===== src/rtl/hack_arb4_way16.sv =====
// hack_arb4_way16: four-requester round-robin arbiter feeding a one-word
// output register with valid/ready handshake and a transfer counter.
// ack is combinational in the capture cycle. The granted word lands on out
// one cycle later.
module hack_arb4_way16 #(
  parameter int WIDTH = 16
) (
  input  logic             clk,
  input  logic             reset,
  input  logic [3:0]       req,
  input  logic [WIDTH-1:0] a,
  input  logic [WIDTH-1:0] b,
  input  logic [WIDTH-1:0] c,
  input  logic [WIDTH-1:0] d,
  output logic [3:0]       ack,
  output logic [WIDTH-1:0] out,
  output logic             out_valid,
  input  logic             out_ready,
  output logic [1:0]       sel,
  output logic [15:0]      xfer_cnt
);

  typedef enum logic {
    EMPTY = 1'b0,
    FULL  = 1'b1
  } state_t;

  state_t           state_q, state_d;
  logic [WIDTH-1:0] out_q, out_d;
  logic [1:0]       sel_q, sel_d;
  logic [1:0]       ptr_q, ptr_d;
  logic [15:0]      cnt_q;

  logic             cap_s;
  logic             found_s;
  logic [1:0]       win_s;
  logic [1:0]       idx_s;
  logic [WIDTH-1:0] win_data_s;

  // The output slot can take a word when empty or when it drains this cycle.
  // Reset suppresses capture so that no ack is issued while reset is high.
  assign cap_s = ((state_q == EMPTY) | out_ready) & ~reset;

  // Round-robin search starting at ptr: first requesting index wins.
  always_comb begin
    found_s = 1'b0;
    win_s   = 2'd0;
    idx_s   = 2'd0;
    for (int k = 0; k < 4; k++) begin
      idx_s = ptr_q + k[1:0];
      if (!found_s && req[idx_s]) begin
        found_s = 1'b1;
        win_s   = idx_s;
      end else begin
        found_s = found_s;
      end
    end
  end

  // 4-way data mux driven by the winner index (never feeds back into ack).
  always_comb begin
    win_data_s = a;
    case (win_s)
      2'd0:    win_data_s = a;
      2'd1:    win_data_s = b;
      2'd2:    win_data_s = c;
      2'd3:    win_data_s = d;
      default: win_data_s = a;
    endcase
  end

  // Next-state logic and the one-hot ack for the EMPTY/FULL slot FSM.
  always_comb begin
    state_d = state_q;
    out_d   = out_q;
    sel_d   = sel_q;
    ptr_d   = ptr_q;
    ack     = 4'b0000;
    if (cap_s) begin
      if (found_s) begin
        ack[win_s] = 1'b1;
        out_d      = win_data_s;
        sel_d      = win_s;
        ptr_d      = win_s + 2'd1;
        state_d    = FULL;
      end else begin
        state_d = EMPTY;
      end
    end else begin
      state_d = state_q;
    end
  end

  // State, data, pointer and transfer-count registers; reset wins over all.
  always_ff @(posedge clk) begin
    if (reset) begin
      state_q <= EMPTY;
      out_q   <= '0;
      sel_q   <= 2'd0;
      ptr_q   <= 2'd0;
      cnt_q   <= 16'd0;
    end else begin
      state_q <= state_d;
      out_q   <= out_d;
      sel_q   <= sel_d;
      ptr_q   <= ptr_d;
      if ((state_q == FULL) && out_ready) begin
        cnt_q <= cnt_q + 16'd1;
      end else begin
        cnt_q <= cnt_q;
      end
    end
  end

  assign out       = out_q;
  assign out_valid = (state_q == FULL);
  assign sel       = sel_q;
  assign xfer_cnt  = cnt_q;

endmodule

===== config.mk =====
export PLATFORM = sky130hd
export DESIGN_NAME = hack_arb4_way16
export DESIGN_NICKNAME = d
export VERILOG_FILES = /design/src/rtl/hack_arb4_way16.sv
export SDC_FILE = /design/constraint.sdc
export NUM_CORES = 1
export LEC_CHECK = 0
export ABC_CLOCK_PERIOD_IN_PS = 2640
export BUFFER_PORTS_ARGS = -buffer_cell sky130_fd_sc_hd__buf_2
export CAP_MARGIN = 0
export CORE_UTILIZATION = 44
export DETAILED_ROUTE_END_ITERATION = 16
export PLACE_DENSITY = 0.79
export SYNTH_ARGS = -nofsm -noshare
export SYNTH_HDL_FRONTEND = slang
export SYNTH_SLANG_ARGS = --single-unit

===== constraint.sdc =====
create_clock -name clk -period 2.64 [get_ports clk]
set_input_delay 0.264 -clock clk [delete_from_list [all_inputs] [get_ports clk]]
set_output_delay 0.264 -clock clk [all_outputs]
set_load 0.01 [all_outputs]

==> impl_metrics.ini <==
[power]
peakVddDrop_uv = 427
powerDensity_nw_per_um2 = 595
leakagePower_uw = 0.00122

[synthesis]
syn_inst = 244
synth-edff-count = 0
ys_async_sr_fraction_pct = 0
dominantRegCellSynth = dfxtp_1
ys_seq_area_share_pct = 37.1
syn_avg_cell_area_sq_um = 8.18
ys_warn_count = 0
synth_area_sq_um = 2000
synthMostInstantiatedCell = dfxtp_1
synthTopCellsByArea = dfxtp_1 37%, a222oi_1 8.0%, nand2b_1 6.9%, o22ai_1 5.3%, xnor2_1 5.3%
yosysTopAreaCellShare_pct = 37.1
synth_common_cells = 37 x dfxtp_1, 23 x nand2_1, 22 x nand2b_1
synth_seq_cells = 37
synth.largest_area_cell = dfxtp_1
synth.distinct_cells = 34
synth_fp_nets = 321

[critical_path]
regToRegStartpoint = ptr_q[0]
crit_arrival_ns = 2.23
path_class = reg2out
critPathLaunchType = register
cp_max_fo = 17
crit_required_ns = 2.38
critical_path.startpoint = ptr_q[0]
end_kind = primary output

[status]
outcome = finished, final reports clean

[routing]
drt-initial-drc-count = 177
postRouteAntennaNets = 0
totalWireLength_um = 5530
wire_per_inst_um = 13.9
num_vias = 2188
first_pass_iters = 5
post-route-drc-count = 0
vias_per_cell = 5.50

[floorplanning]
die_area_sq_um = 4810
fp-row-count = 24
die_y_um = 69.3
design.core.area_sq_um = 4350
die_w_um = 69.3
io-pin-count = 110
start_util_pct = 45.8

[timing]
fin_crit_ns = 2.49
slew_headroom_pct = 54.9
fin_setup_tns_ns = 0
finalSetupViolCount = 0
rsz0062_at_grt = no
skew_ns = 0.00250
worstMarginPinSlew_ns = 0.676
fin_crit_sh_pct = 94.3
hold_viol_final = 0
timing.fmax_ghz = 0.402
report.final.slew_viol_count = 0

[clocking]
path_clk_slew_ns = 0.07
cts_max_level = 2
cts_tree = done
cts_sinks = 37
ctsResizeCount = 0
cts_buffer_depth = 2
clockRootBuffer = clkbuf_8
holdBufCountCts = 0
cts_buffers = 5
post-cts-setup-buffer-count = 0
clk-insertion-delay-late_ns = 0.28

[run]
cap_violations = 0

[global_routing]
grt_util_all_layers_pct = 22.6
grt_pass1_vias = 2052
grt_overflow = 0
antenna_found_initial = 0
grt_max_degree = 39
grt_pass1_wl_um = 8960

[cells_and_area]
fillCellCount = 412
num-nets-final = 422
drive_above_1_share_pct = 35.8
multiInputGateArea_sq_um = 1140
regArea_sq_um = 741
final_area_sq_um = 2640
insertedDiodeCount = 0
areaGrowthSynthToFinish_pct = 32.2

[min_path]
min_from = a[7]
hold_class = in2reg

[placement]
io_buffers = 109
post_dp_cell_area_sq_um = 2560
dp.final_hpwl_um = 4080
gp_congestion = 0.781
## worst max-delay path, stage by stage, from the launching register on
cell     delay [ns]
dfxtp_1        0.38
nor2b_1        0.09
o21ai_0        0.20
nand3_1        0.13
nor2_1         0.18
ha_1           0.62
and2_1         0.21
buf_2          0.12
## cells in the final DEF (no fill, tap or decap), drive strengths merged
cell type	instances
nor4	5
or4	2
nand2	23
xnor2	12
a211oi	2
or3	3
o311ai	1
a21o	2
clkbuf	6
nand3	4
nor3	3
buf	113
o21ai	18
mux2	1
nand2b	22
o31ai	2
clkinv	2
a222oi	16
nor2	19
a21oi	5
dfxtp	37
nor2b	4
nand4	5
inv	8
mux2i	1
ha	6
and3	1
and2	6
o22ai	17
## per-layer routing
metal  up-vias  track usage [%]  share of wire (%)
li1       1089                -                  -
met1      1035             27.8                 44
met2        57             39.4                 51
met3         7             4.80                4.4
met4         0             7.03                1.1
met5         -                0                  0
## sequential cells by signal (all words and copies together), names as in the netlist
register	flops
sel	2
ptr_q	2
out_valid	1
out	16
xfer_cnt	16
## worst paths after layout
path	end	slack, ns	cells past startpoint
setup reg to reg	out[5]	0.38	9
setup / recovery	ack[1]	0.15	7
hold reg to reg	sel[1]	0.47	2
hold / removal	out[7]	0.29	3
## layout make-up
type                            instances  share of cell area [%]
Multi-Input combinational cell        180                    43.4
Inverter                                8                    1.14
Tap cell                               52                    2.47
Timing Repair Buffer                  113                    21.8
Sequential cell                        37                    28.1
Clock inverter                          2                   0.379
Clock buffer                            6                    2.75
## cell families (layout without fill, tap and decap cells)
group	after synthesis	after routing	synth area share, %
buffers and inverters	27	129	5.52
AND/OR/NAND/NOR	97	97	25.5
AO/OA/AOI/OAI	63	63	21.8
flip-flops	37	37	37.1
multiplexers	2	2	1.07
XOR/XNOR	12	12	5.27
adder cells (fa/ha/maj)	6	6	3.76
## stage by stage
stage	hold WS, ns	total power (uW)	utilization, %	std cells	setup WS, ns
floorplan	0.430	1010	-	244	0.457
global placement	0.460	1190	58.7	390	0.429
detailed placement	0.464	1200	58.7	390	0.334
CTS	0.278	1580	60.6	398	0.186
global route	0.298	1670	60.6	398	0.0146
finish	0.286	1570	60.6	398	0.151
## report_power, final
group | total [uW] | internal (uW) | switching (uW) | leakage [uW]
registers | 661 | 622 | 39.2 | 0.000303
logic | 537 | 238 | 299 | 0.000869
clock network | 372 | 183 | 189 | 0.0000450
total | 1570 | 1040 | 527 | 0.00122
Power figures use the tool's default switching activity.
